$ cat src/rtl/reaction_controller_pkg.sv
// Shared types and constants for the reaction-time trial controller and its LFSR.
// Pure declarations; no latency, no flow control.
package reaction_pkg;

  typedef enum logic [1:0] {
    IDLE = 2'b00,
    WAIT = 2'b01,
    LIT  = 2'b10
  } state_t;

  localparam int          RESULT_W          = 14;
  // Taps for x^16+x^14+x^13+x^11+1 in a shift-left Fibonacci register
  localparam logic [15:0] LFSR_TAPS         = 16'hB400;
  localparam logic [15:0] LFSR_DEFAULT_SEED = 16'hACE1;

  function automatic logic [15:0] lfsr_next(input logic [15:0] s);
    return {s[14:0], ^(s & LFSR_TAPS)};
  endfunction

endpackage

$ cat src/rtl/reaction_controller_if.sv
// Button/tick inputs and trial result outputs of the reaction controller.
// Level signals only; no handshake, consumer samples every clk.
interface reaction_if;
  import reaction_pkg::*;

  logic                tick_ms;
  logic                start;
  logic                stop;
  logic                led;
  logic                busy;
  logic [RESULT_W-1:0] result;
  logic                result_valid;
  logic                early;
  logic                timeout;

  modport master (
    output tick_ms, start, stop,
    input  led, busy, result, result_valid, early, timeout
  );

  modport slave (
    input  tick_ms, start, stop,
    output led, busy, result, result_valid, early, timeout
  );

endinterface

$ cat src/rtl/reaction_controller_lfsr16.sv
// Free-running 16-bit Fibonacci LFSR, advances every clk outside reset.
// Output is the register itself; no backpressure.
module lfsr16
  import reaction_pkg::*;
#(
  parameter logic [15:0] SEED = LFSR_DEFAULT_SEED
) (
  input  logic        clk,
  input  logic        rst,
  output logic [15:0] q_o
);

  logic [15:0] lfsr_q;

  always_ff @(posedge clk) begin
    if (rst) lfsr_q <= SEED;
    else     lfsr_q <= lfsr_next(lfsr_q);
  end

  assign q_o = lfsr_q;

endmodule

$ cat src/rtl/reaction_controller.sv
// Reaction-time trial sequencer: random delay, LED, ms count until stop press.
// All outputs registered, one clk after the causing input; inputs never stalled.
module reaction_controller
  import reaction_pkg::*;
#(
  parameter int          MIN_DELAY_MS = 1000,
  parameter int          RAND_BITS    = 11,
  parameter int          MAX_RT_MS    = 9999,
  parameter logic [15:0] LFSR_SEED    = 16'hACE1
) (
  input logic   clk,
  input logic   rst,
  reaction_if.slave bus
);

  if ((MIN_DELAY_MS + (1 << RAND_BITS) - 1 > 16383) || (MAX_RT_MS > 16383) ||
      (MIN_DELAY_MS < 1) || (RAND_BITS < 1) || (RAND_BITS > 14)) begin : g_bad_params
    $error("reaction_controller: delay or timeout parameters do not fit 14-bit counters");
  end

  localparam logic [RESULT_W-1:0] RT_MAX  = RESULT_W'(MAX_RT_MS);
  localparam logic [RESULT_W-1:0] RT_LAST = RESULT_W'(MAX_RT_MS - 1);
  localparam logic [RESULT_W-1:0] DLY_MIN = RESULT_W'(MIN_DELAY_MS);

  logic [15:0]         lfsr_q;
  logic                lfsr_unused;
  state_t              state_q;
  logic                start_q, stop_q;
  logic                led_q, busy_q, result_valid_q, early_q, timeout_q;
  logic [RESULT_W-1:0] result_q, delay_cnt_q, rt_cnt_q;
  logic [RESULT_W-1:0] delay_cnt_d;
  logic                start_rise, stop_rise;

  lfsr16 #(.SEED(LFSR_SEED)) u_lfsr (
    .clk (clk),
    .rst (rst),
    .q_o (lfsr_q)
  );

  assign lfsr_unused = ^lfsr_q;
  assign start_rise  = bus.start & ~start_q;
  assign stop_rise   = bus.stop & ~stop_q;
  assign delay_cnt_d = DLY_MIN + RESULT_W'(lfsr_q[RAND_BITS-1:0]);

  always_ff @(posedge clk) begin
    if (rst) begin
      state_q        <= IDLE;
      start_q        <= 1'b0;
      stop_q         <= 1'b0;
      led_q          <= 1'b0;
      busy_q         <= 1'b0;
      result_q       <= '0;
      result_valid_q <= 1'b0;
      early_q        <= 1'b0;
      timeout_q      <= 1'b0;
      delay_cnt_q    <= '0;
      rt_cnt_q       <= '0;
    end else begin
      start_q <= bus.start;
      stop_q  <= bus.stop;
      case (state_q)
        IDLE: begin
          led_q  <= 1'b0;
          busy_q <= 1'b0;
          if (start_rise) begin
            delay_cnt_q    <= delay_cnt_d;
            result_valid_q <= 1'b0;
            early_q        <= 1'b0;
            timeout_q      <= 1'b0;
            busy_q         <= 1'b1;
            state_q        <= WAIT;
          end
        end
        WAIT: begin
          // Level test: a stop button already held at start is a false start
          if (bus.stop) begin
            early_q        <= 1'b1;
            result_q       <= '0;
            result_valid_q <= 1'b0;
            busy_q         <= 1'b0;
            state_q        <= IDLE;
          end else if (bus.tick_ms) begin
            if (delay_cnt_q == RESULT_W'(1)) begin
              rt_cnt_q <= '0;
              led_q    <= 1'b1;
              state_q  <= LIT;
            end else begin
              delay_cnt_q <= delay_cnt_q - RESULT_W'(1);
            end
          end
        end
        LIT: begin
          if (stop_rise) begin
            result_q       <= rt_cnt_q;
            result_valid_q <= 1'b1;
            led_q          <= 1'b0;
            busy_q         <= 1'b0;
            state_q        <= IDLE;
          end else if (bus.tick_ms) begin
            if (rt_cnt_q == RT_LAST) begin
              result_q       <= RT_MAX;
              timeout_q      <= 1'b1;
              result_valid_q <= 1'b1;
              led_q          <= 1'b0;
              busy_q         <= 1'b0;
              state_q        <= IDLE;
            end else begin
              rt_cnt_q <= rt_cnt_q + RESULT_W'(1);
            end
          end
        end
        default: begin
          state_q        <= IDLE;
          led_q          <= 1'b0;
          busy_q         <= 1'b0;
          result_q       <= '0;
          result_valid_q <= 1'b0;
          early_q        <= 1'b0;
          timeout_q      <= 1'b0;
        end
      endcase
    end
  end

  assign bus.led          = led_q;
  assign bus.busy         = busy_q;
  assign bus.result       = result_q;
  assign bus.result_valid = result_valid_q;
  assign bus.early        = early_q;
  assign bus.timeout      = timeout_q;

endmodule

$ cat src/flat_wrapper.sv
// flat-port wrapper written by rule: the top's interface ports become plain ports
module reaction_controller_flat import reaction_pkg::*;
#(
  parameter int          MIN_DELAY_MS = 1000,
  parameter int          RAND_BITS    = 11,
  parameter int          MAX_RT_MS    = 9999,
  parameter logic [15:0] LFSR_SEED    = 16'hACE1
)
  (clk, rst, bus_tick_ms, bus_start, bus_stop, bus_led, bus_busy, bus_result, bus_result_valid, bus_early, bus_timeout);
  reaction_if bus_i ();
  input logic clk;
  input logic rst;
  input wire logic [$bits(bus_i.tick_ms)-1:0] bus_tick_ms;
  input wire logic [$bits(bus_i.start)-1:0] bus_start;
  input wire logic [$bits(bus_i.stop)-1:0] bus_stop;
  output wire logic [$bits(bus_i.led)-1:0] bus_led;
  output wire logic [$bits(bus_i.busy)-1:0] bus_busy;
  output wire logic [$bits(bus_i.result)-1:0] bus_result;
  output wire logic [$bits(bus_i.result_valid)-1:0] bus_result_valid;
  output wire logic [$bits(bus_i.early)-1:0] bus_early;
  output wire logic [$bits(bus_i.timeout)-1:0] bus_timeout;
  assign bus_i.tick_ms = bus_tick_ms;
  assign bus_i.start = bus_start;
  assign bus_i.stop = bus_stop;
  assign bus_led = bus_i.led;
  assign bus_busy = bus_i.busy;
  assign bus_result = bus_i.result;
  assign bus_result_valid = bus_i.result_valid;
  assign bus_early = bus_i.early;
  assign bus_timeout = bus_i.timeout;
  reaction_controller #(.MIN_DELAY_MS(MIN_DELAY_MS), .RAND_BITS(RAND_BITS), .MAX_RT_MS(MAX_RT_MS), .LFSR_SEED(LFSR_SEED)) u_core (.clk(clk), .rst(rst), .bus(bus_i));
endmodule
$ cat config.mk
export PLATFORM = sky130hd
export DESIGN_NAME = reaction_controller_flat
export DESIGN_NICKNAME = d
export VERILOG_FILES = /design/src/rtl/reaction_controller_pkg.sv /design/src/rtl/reaction_controller_if.sv /design/src/rtl/reaction_controller_lfsr16.sv /design/src/rtl/reaction_controller.sv /design/src/flat_wrapper.sv
export SDC_FILE = /design/constraint.sdc
export NUM_CORES = 1
export LEC_CHECK = 0
export CAP_MARGIN = 20
export CORE_UTILIZATION = 58
export DETAILED_ROUTE_END_ITERATION = 10
export GPL_ROUTABILITY_DRIVEN = 0
export GPL_TIMING_DRIVEN = 0
export PLACE_DENSITY = 0.78
export SYNTH_ARGS = -nofsm -noshare
export SYNTH_HDL_FRONTEND = slang
export SYNTH_SLANG_ARGS = --single-unit
$ cat constraint.sdc
create_clock -name clk -period 2.59 [get_ports clk]
set_input_delay 0.3885 -clock clk [delete_from_list [all_inputs] [get_ports clk]]
set_output_delay 0.3885 -clock clk [all_outputs]
set_load 0.03 [all_outputs]
==> reports/metrics.yaml, run 1 <==
numCtsBuffers: 9
synth_area_leaders: "dfxtp_1 (42%), a21oi_1 (5.5%), nor2_1 (3.6%), nand2_1 (3.3%), xnor2_1 (3.3%)"
tritoncts: "yes"
post-route-drc-count: 0
cts_resized: 0
rsz0062_at_grt: "false"
path_clk_slew_ns: 0.07
grt_max_degree: 12
p_comb_frac: 0.126
p_switching_w: 0.0006106
path_class: "flip-flop to flip-flop"
diodes: 0
ir_drop_mv: 0.4081
synth_top_area_share: 0.4246
min-delay-start: "u_core.u_lfsr.q_o[14]$_SDFF_PP0_"
grt_pass1_vias: 2453
yosys-top-cells-count: "dfxtp_1 (67), a21oi_1 (35), nor2_1 (30)"
yosys.cell_count.top_type: "dfxtp_1"
area_growth_pct: 16.12
setup_tns_ns: 0
r2r_slack_ns: 0.35
root_buffer: "clkbuf_8"
status: "finished clean"
slew_viol_final: 0
clock-sinks: 67
grt_use_met2: 0.4169
via_per_inst: 5.975
dp_cells: 456
clkPwrFrac: 0.388
p_sw_frac: 0.2671
holdPathEnd: "u_core.u_lfsr.q_o[15]$_SDFF_PP1_"
skew_ns: 0.005572
start_kind: "flip-flop"
crit_chain: "inv_1 -> ha_1 -> or4b_1 -> or3_1 -> nor3_1 -> a21oi_1 -> o32ai_1"
drt-total-wl_mm: 7.417
grt_pass1_wl_mm: 12.05
h-tree-depth: 3
syn_area_mm2: 0.003159
period_share: 0.8665
die_x_um: 75.81
drtIter0Drc: 312
grt-busiest-layer: "met2"
ys_types: 60
synth_edf_count: 0
hpwlAfterDp_mm: 5.020
portBuffers: 22
route.vias.total: 2814
setup_viol: 0
slowest_delay_ns: 0.59
worstPathRequired_ns: 2.84
ys_seq_elements: 67
slew_headroom: 0.4769
ys_warn_count: 0
min_path_type: "flip-flop to flip-flop"
global_route.usage.met3: 0.08995
tightest_slew_ns: 0.7846
antenna_found_initial: 0
clockBufferDepth: 2
r2r_end: "u_core.delay_cnt_q[10]$_SDFFE_PP0P_"
intPower_w: 0.001675
cp_top_family: "simple AND/OR/NAND/NOR gates"
num_rows: 26
synthArstFlopShare: 0
reg2reg_depth: 7
min_path_cells: 1
ant_nets: 0
use_met1: 0.4075
pwr_density_cell_mw_per_mm2: 623.1
syn_nets: 374
wl_per_cell_um: 15.75
cp-end-kind: "flip-flop"
yosysSeqAreaShare: 0.4246
arrival_ns: 2.50
final_cells: 471
nNetsFinal: 407
drive_gt1_frac: 0.09726
synth_cells: 364
dr.pass1.iters: 6
die_area_mm2: 0.005746
ctsHoldBuffers: 0
drv_cap: 0
initial_core_util: 0.6108
period_minus_slack_ns: 2.244
postCtsSetupBuffers: 0
grt_usage: 0.2849
synth_top_cell_by_area: "dfxtp_1"
cp_max_fo: 6
max_freq_ghz: 0.4456
critPathBufInv: 1
fillers: 414
overflow: 0
die_h_um: 75.81
io_pins: 24
synthFlopType: "dfxtp_1"
seqPwrFrac: 0.486
crit_slowest_cell: "or4b_1"
power.leakage_nw: 1.301
hold_violations: 0
coreArea_mm2: 0.005172
rr_startpoint: "u_core.delay_cnt_q[0]$_SDFFE_PP0P_"
clk_latency_ns: 0.34
synth.avg_cell_area_um2: 8.679
placed cells by master, fill, tap and decap left out, types with 4 or more instances in the layout:
| cell | netlist | routed |
|---|---|---|
| nor2_1 | 30 | 30 |
| nand2b_1 | 15 | 15 |
| o21a_1 | 4 | 4 |
| nor2b_1 | 14 | 14 |
| ha_1 | 5 | 5 |
| a211oi_1 | 6 | 6 |
| and3_1 | 4 | 4 |
| or4_1 | 4 | 4 |
| inv_1 | 7 | 7 |
| nor3_1 | 10 | 10 |
| nand2_1 | 28 | 28 |
| clkbuf_1 | 12 | 12 |
| xnor2_1 | 12 | 12 |
| clkdlybuf4s50_1 | 0 | 22 |
| o21ai_0 | 20 | 20 |
| nand3_1 | 8 | 8 |
| clkbuf_8 | 0 | 11 |
| a21oi_1 | 35 | 35 |
| xor2_1 | 6 | 6 |
| nor4_1 | 5 | 5 |
| or2_2 | 9 | 9 |
| dfxtp_1 | 67 | 67 |
| a22oi_1 | 9 | 9 |
cell type report:
cell class | count | area (um^2) | share of cell area
timing repair buffer | 22 | 220.2 | 0.06003
clock inverter | 4 | 50.05 | 0.01364
buffer | 19 | 92.59 | 0.02524
inverter | 7 | 26.28 | 0.007162
tap | 70 | 87.58 | 0.02387
sequential | 67 | 1341 | 0.3656
clock buffer | 11 | 151.4 | 0.04127
multi-input combinational | 271 | 1699 | 0.4632
cell families after synthesis:
family,after synthesis,share of synthesized area
xor gates and xnor gates,18,0.04990
DFF,67,0.4246
and+or+nand+nor,147,0.2618
AOI/OAI and AO/OA,98,0.1968
muxes,3,0.009505
adders and majority gates,5,0.01980
buffers and inverters,26,0.03762
routing by layer:
| layer | routed length [um] | part of all wire |
|---|---|---|
| met5 | 0 | 0 |
| met4 | 80 | 0.011 |
| met3 | 501 | 0.068 |
| met2 | 3217 | 0.43 |
| met1 | 3617 | 0.49 |
flip-flops by register name (all words and copies together), names as in the netlist:
name,count
u_core.bus.led,1
u_core.bus.early,1
u_core.bus.timeout,1
u_core.stop_q,1
u_core.start_q,1
u_core.bus.result,14
u_core.state_q,2
u_core.rt_cnt_q,14
u_core.delay_cnt_q,14
u_core.bus.result_valid,1
u_core.u_lfsr.q_o,16
u_core.bus.busy,1
worst max-delay path by stage:
stage / from / to / slack (ns) / cells past startpoint
3_5_place_dp: bus_stop / u_core.rt_cnt_q[9]$_SDFFE_PP0P_ / 0.12 / 6
5_1_grt: u_core.delay_cnt_q[7]$_SDFFE_PP0P_ / u_core.delay_cnt_q[7]$_SDFFE_PP0P_ / 0.17 / 8
6_report: u_core.delay_cnt_q[0]$_SDFFE_PP0P_ / u_core.delay_cnt_q[10]$_SDFFE_PP0P_ / 0.35 / 7
4_1_cts: u_core.delay_cnt_q[0]$_SDFFE_PP0P_ / u_core.delay_cnt_q[10]$_SDFFE_PP0P_ / 0.41 / 7
2_1_floorplan: u_core.delay_cnt_q[0]$_SDFFE_PP0P_ / u_core.delay_cnt_q[8]$_SDFFE_PP0P_ / 0.65 / 7
3_3_place_gp: bus_stop / u_core.rt_cnt_q[4]$_SDFFE_PP0P_ / 0.16 / 6
through the flow:
step           cell area, um^2  total power, W  setup WS [ns]  utilization  hold slack [ns]
6_report                  3669        0.002286         0.3458       0.7092           0.4166
5_1_grt                   3669        0.002385         0.1714       0.7092           0.4356
4_1_cts                   3669        0.002283         0.4083       0.7092           0.4262
3_5_place_dp              3467        0.001411         0.1154       0.6703           0.4154
3_3_place_gp              3467        0.001405         0.1564       0.6703           0.3918
2_1_floorplan             3159        0.001335         0.6509            -           0.3895
worst reg2reg max path, delay by kind of cell (launching register included):
family	cells	cell delay, ns
buffers and inverters	1	0.11
adder cells (fa/ha/maj)	1	0.21
AND/OR/NAND/NOR	3	1.20
AO/OA/AOI/OAI	2	0.29
flip-flops	1	0.35
power by group through the flow:
| stage | sequential (W) | combinational [W] | clock [W] |
|---|---|---|---|
| floorplan | 0.00113 | 0.000209 | 0 |
| global placement | 0.00113 | 0.000274 | 0 |
| detailed placement | 0.00113 | 0.000277 | 0 |
| CTS | 0.00111 | 0.000280 | 0.000892 |
| global route | 0.00112 | 0.000316 | 0.000953 |
| finish | 0.00111 | 0.000287 | 0.000887 |
(Power assumes the default switching activity.)
==> run 2, diff against run 1 <==
CAP_MARGIN = 0   (was 20)
SYNTH_HIERARCHICAL = 1   (was unset)
==> run 2 against run 1 <==
Against the previous run: maximum frequency shrank 0.75%; hold slack lost 0.0032 ns; sequential power is essentially flat; register-to-register slack lost 0.02 ns; sequential share of layout area grew 0.48 points; critical path depth grew 2; via count shrank 1.7%; global-route usage shrank 1.1 points; largest cell class unchanged; largest power group unchanged.
==> reports/metrics.yaml, run 2 <==
status: "finished clean"
ys_seq_elements: 67
ys_warn_count: 6
slew_viol_final: 0
setup_tns_ns: 0
yosys-top-cells-count: "dfxtp_1 (67), nand2_1 (34), nor2_1 (31)"
r2r_end: "u_core/bus.result[8]$_SDFFE_PP0P_"
crit_slowest_cell: "dfxtp_1"
period_minus_slack_ns: 2.261
crit_chain: "inv_1 -> ha_1 -> and4_1 -> and4_1 -> buf_4 -> a21oi_2 -> o21a_1 -> buf_2 -> o2bb2ai_1"
yosys.cell_count.top_type: "dfxtp_1"
num_rows: 26
overflow: 0
worstPathRequired_ns: 2.85
cts_resized: 0
tritoncts: "yes"
ant_nets: 0
start_kind: "flip-flop"
grt_pass1_wl_mm: 11.58
synthFlopType: "dfxtp_1"
startpoint: "u_core/rt_cnt_q[0]$_SDFFE_PP0P_"
synth_cells: 350
io_pins: 24
clockBufferDepth: 2
clock-sinks: 67
clk_latency_ns: 0.34
seqPwrFrac: 0.494
reg2reg_depth: 9
grt_pass1_vias: 2418
register_area_mm2: 0.001341
endpoint: "u_core/bus.result[8]$_SDFFE_PP0P_"
max_freq_ghz: 0.4422
drt-total-wl_mm: 7.130
ctsHoldBuffers: 0
pwr_density_cell_mw_per_mm2: 626.6
r2r_slack_ns: 0.33
rsz0062_at_grt: "false"
skew_ns: 0.01051
ys_types: 59
synthArstFlopShare: 0
numCtsBuffers: 9
initial_core_util: 0.6066
cp-end-kind: "flip-flop"
multi_input_area_mm2: 0.001669
grt_usage: 0.2744
postCtsSetupBuffers: 0
tightest_slew_ns: 0.6357
wl_per_cell_um: 15.57
cp.depth: 9
period_share: 0.8731
path_clk_slew_ns: 0.07
p_switching_w: 0.0006057
synth_top_cell_by_area: "dfxtp_1"
via_per_inst: 6.041
largest_register_ffs: 16
synth_area_leaders: "dfxtp_1 (43%), nand2_1 (4.1%), xnor2_1 (3.9%), nor2_1 (3.7%), a21oi_1 (3.5%)"
min_path_type: "flip-flop to flip-flop"
yosysSeqAreaShare: 0.4302
intPower_w: 0.001663
clkPwrFrac: 0.377
portBuffers: 22
grt_max_degree: 12
h-tree-depth: 3
die_area_mm2: 0.005673
critPathBufInv: 3
arrival_ns: 2.52
antenna_found_initial: 0
hpwlAfterDp_mm: 4.988
area_growth_pct: 16.13
p_total_w: 0.002269
final_common_cell: "dfxtp_1"
synth_top_area_share: 0.4302
fin_util: 0.7045
p_comb_frac: 0.130
drive_gt1_frac: 0.09278
synth.avg_cell_area_um2: 8.909
mostFrequentLayoutCells: "dfxtp_1 (67), nand2_1 (34), nor2_1 (31), clkdlybuf4s50_1 (22), a21oi_1 (22)"
syn_area_mm2: 0.003118
synth_edf_count: 0
drv_cap: 0
slew_headroom: 0.5729
nNetsFinal: 393
ir_drop_mv: 0.5123
fillers: 452
cp_max_fo: 10
slowest_delay_ns: 0.45
cpMostUsedCell: "and4_1"
diodes: 0
syn_nets: 360
root_buffer: "clkbuf_8"
p_sw_frac: 0.2670
setup_viol: 0
drtIter0Drc: 220
die_h_um: 75.32
post-route-drc-count: 0
path_class: "flip-flop to flip-flop"
cp_top_family: "compound AO/OA/AOI/OAI gates"
power.leakage_nw: 1.283
coreArea_mm2: 0.005140
rr_startpoint: "u_core/rt_cnt_q[0]$_SDFFE_PP0P_"
hold_violations: 0
route.vias.total: 2767
die_x_um: 75.32
dr.pass1.iters: 5
==> run 2: cell types whose count changed in the layout (fill, tap and decap cells not counted), sizes merged, moves of 4 or more <==
cell	change
and4	+4
nand4	+4
or4	-4
o21ai	-4
clkbuf	-5
a22oi	-8
a22o	+5
nand2	+6
buf	+4
o2bb2ai	+7
a2111o	+4
a21oi	-13
nand2b	-10
==> run 2: worst min-delay path by stage <==
stage,start,cells after the start,to
global route,u_core/u_lfsr/q_o[14]$_SDFF_PP0_,1,u_core/u_lfsr/q_o[15]$_SDFF_PP1_
detailed placement,u_core/u_lfsr/q_o[14]$_SDFF_PP0_,1,u_core/u_lfsr/q_o[15]$_SDFF_PP1_
finish,u_core/u_lfsr/q_o[14]$_SDFF_PP0_,1,u_core/u_lfsr/q_o[15]$_SDFF_PP1_
CTS,u_core/u_lfsr/q_o[14]$_SDFF_PP0_,1,u_core/u_lfsr/q_o[15]$_SDFF_PP1_
global placement,u_core/u_lfsr/q_o[14]$_SDFF_PP0_,1,u_core/u_lfsr/q_o[15]$_SDFF_PP1_
floorplan,u_core/u_lfsr/q_o[14]$_SDFF_PP0_,1,u_core/u_lfsr/q_o[15]$_SDFF_PP1_
==> run 2: power by group through the flow <==
stage | clock network [W] | logic [W] | registers, W
3_3_place_gp | 0 | 0.000284 | 0.00114
6_report | 0.000855 | 0.000294 | 0.00112
2_1_floorplan | 0 | 0.000219 | 0.00113
5_1_grt | 0.000916 | 0.000325 | 0.00112
3_5_place_dp | 0 | 0.000287 | 0.00114
4_1_cts | 0.000871 | 0.000289 | 0.00112
==> run 2: kinds of logic (layout without fill, tap and decap cells) <==
family,count (synthesis),after routing,synth area share
xor+xnor,19,19,0.05337
fa+ha+maj,5,5,0.02006
compound gates,90,90,0.2075
buf+inv,23,61,0.03451
flops,67,67,0.4302
simple gates,146,146,0.2544
==> run 2: stage by stage <==
| stage | cell area (um^2) | worst slack [ns] | cells | hold slack, ns |
|---|---|---|---|---|
| floorplan | 3118 | 0.6786 | 350 | 0.3832 |
| global placement | 3426 | 0.1681 | 442 | 0.3867 |
| detailed placement | 3426 | 0.1637 | 442 | 0.4027 |
| CTS | 3621 | 0.3458 | 458 | 0.4197 |
| global route | 3621 | 0.1858 | 458 | 0.4494 |
| finish | 3621 | 0.3287 | 458 | 0.4134 |
==> run 2: worst register-to-register path, stage by stage (launching register included) <==
cell	delay [ns]
dfxtp_1	0.45
inv_1	0.07
ha_1	0.19
and4_1	0.21
and4_1	0.19
buf_4	0.17
a21oi_2	0.26
o21a_1	0.24
buf_2	0.25
o2bb2ai_1	0.15
==> run 2: per-layer routing <==
metal	vias up	GRT usage	routed length, um
met1	1283	0.3857	3336
li1	1350	-	-
met3	23	0.05291	538
met2	111	0.4097	3089
met4	0	0.1235	166
met5	-	0	0
==> run 2: layout make-up <==
| cell class | count | share of cell area |
|---|---|---|
| multi-input cells | 260 | 0.4610 |
| inverters | 6 | 0.006220 |
| clock inverters | 4 | 0.01382 |
| flip-flops and latches | 67 | 0.3704 |
| clock buffers | 12 | 0.04008 |
| plain buffers | 17 | 0.02350 |
| well taps | 70 | 0.02419 |
| repair buffers | 22 | 0.06082 |
==> RTL change, RTL diff (config.mk and constraints of run 1) <==
`RAND_BITS` is set to 11 in 2 places; all go to 10.
--- a/src/rtl/reaction_controller.sv
+++ b/src/rtl/reaction_controller.sv
@@ -5,5 +5,5 @@
 #(
   parameter int          MIN_DELAY_MS = 1000,
-  parameter int          RAND_BITS    = 11,
+  parameter int          RAND_BITS    = 10,
   parameter int          MAX_RT_MS    = 9999,
   parameter logic [15:0] LFSR_SEED    = 16'hACE1
--- a/src/flat_wrapper.sv
+++ b/src/flat_wrapper.sv
@@ -3,5 +3,5 @@
 #(
   parameter int          MIN_DELAY_MS = 1000,
-  parameter int          RAND_BITS    = 11,
+  parameter int          RAND_BITS    = 10,
   parameter int          MAX_RT_MS    = 9999,
   parameter logic [15:0] LFSR_SEED    = 16'hACE1
Function: same outputs for any inputs over 10 cycles, from zero or initial values and one cycle with rst high; that may be too few to reach the edited logic, so the function may still have changed.
==> RTL change against run 1 <==
  * Sequential cell count did not move
  * Global-route usage fell by 2.8 points
  * Design area fell by 2.6%
  * Sequential power barely moved
  * Setup slack improved by 170 ps
  * Synthesized area fell by 3.7%
  * Maximum frequency rose by 8.4%
  * Die area fell by 3.6%
  * Wire length fell by 12%
  * Synthesized cell count fell by 6.9%
  * Total power rose by 4.1%
==> RTL change: results <==
group,metric,value,unit
cts,root_buffer,"clkbuf_8",
critical_path,r2r_end,"u_core.delay_cnt_q[8]",
sta,relSlewSlack,38.36,%
finish,nClkBuffers,12,
pwr,clock_power,0.000993,W
yosys,syn_nets,349,
run_status,status,"completed",
detailed_routing,drt_wl_total,6546,um
global_routing,grt_pass1_wl,10630,um
critical_path,path_class,"reg -> reg",
global_routing,grt_usage,25.71,%
detailed_routing,drt_iter0_markers,241,
cts,postCtsSetupRepairBufs,0,
detailed_routing,met1_length,3251,um
finish,comb.multi_input.count,247,
finish,clockNetworkAreaShare,6.373,%
finish,seq_share,37.54,%
global_routing,met2_usage,38.24,%
yosys,synthArstFlopShare,0,%
place,portBuffers,22,
yosys,synthTopCellsByCount,"dfxtp_1 (67), nor2_1 (40), nand2_1 (27)",
cts,h-tree-depth,3,
finish,final-nonclk-buf-share,9.594,%
finish,num-nonclk-inverters,5,
sta,finalClockSkew,9.886,ps
global_routing,grtUsageMet3,5.014,%
critical_path,cp_max_fo,6,
detailed_routing,vias_per_cell,5.664,
global_routing,grt.met1_usage,35.84,%
yosys,synth_area_leaders,"dfxtp_1 (44%), nor2_1 (4.9%), xnor2_1 (4.9%)",
place,place_inst,428,
place,dp_hpwl,4520,um
cts,worstSkewPairLatency,340,ps
detailed_routing,routed-wl-met2,2891,um
critical_path,max_stage_delay,610,ps
critical_path,cp_data_arrival_time,2290,ps
finish,fill_cells,394,
sta,finalCritPeriodShare,79.95,%
pwr,ir_drop,0.0004216,V
yosys,ys_seq_area_share,44.10,%
detailed_routing,dr.pass1.iters,4,
pwr,switching_share,25.32,%
worst_hold_path,holdPathStages,1,
yosys,syn_area_per_cell,8.972,um2
cts,clkSinkCount,67,
finish,final_nets,382,
finish,multi_input_area,1559,um2
critical_path,slowest_stage,"nor3b_1",
finish,largest_register_ffs,16,
pwr,p_leak,1.299,nW
critical_path,r2r_slack,520,ps
sta,hold_ws,418.1,ps
global_routing,grt_pass1_vias,2216,
finish,num_antenna_cells,0,
finish,n_all_buffers,42,
detailed_routing,wl_per_cell,14.74,um
yosys,synth_cell_types,47,
detailed_routing,wl_met3,265,um
place,pre_cts_slack,298.6,ps
finish,drive_gt1_share,10.61,%
RTL change: changes by cell type in the layout (fill, tap and decap cells not counted), sizes merged, moves of 8 or more:
cell | before | now
a21oi | 36 | 21
a22oi | 9 | 0
nand2b | 15 | 7
nor2 | 30 | 40
o21ai | 21 | 12
o2bb2ai | 0 | 8
RTL change: cell families (layout without fill, tap and decap cells):
group	after synthesis	after routing	share of synthesized area, %
buffers and inverters	25	63	4.648
XOR/XNOR	22	22	6.335
flip-flops	67	67	44.10
multiplexers	2	2	0.6582
adder cells (fa/ha/maj)	5	5	2.057
AND/OR/NAND/NOR	143	143	24.64
AO/OA/AOI/OAI	75	75	17.56
RTL change: per-stage QoR:
step / area [um2] / utilization (%) / total power [W]
detailed placement: 3346 / 68.56 / 0.001404
global placement: 3346 / 68.56 / 0.001398
floorplan: 3042 / - / 0.001335
finish: 3573 / 73.23 / 0.002380
CTS: 3573 / 73.23 / 0.002382
global route: 3573 / 73.23 / 0.002469
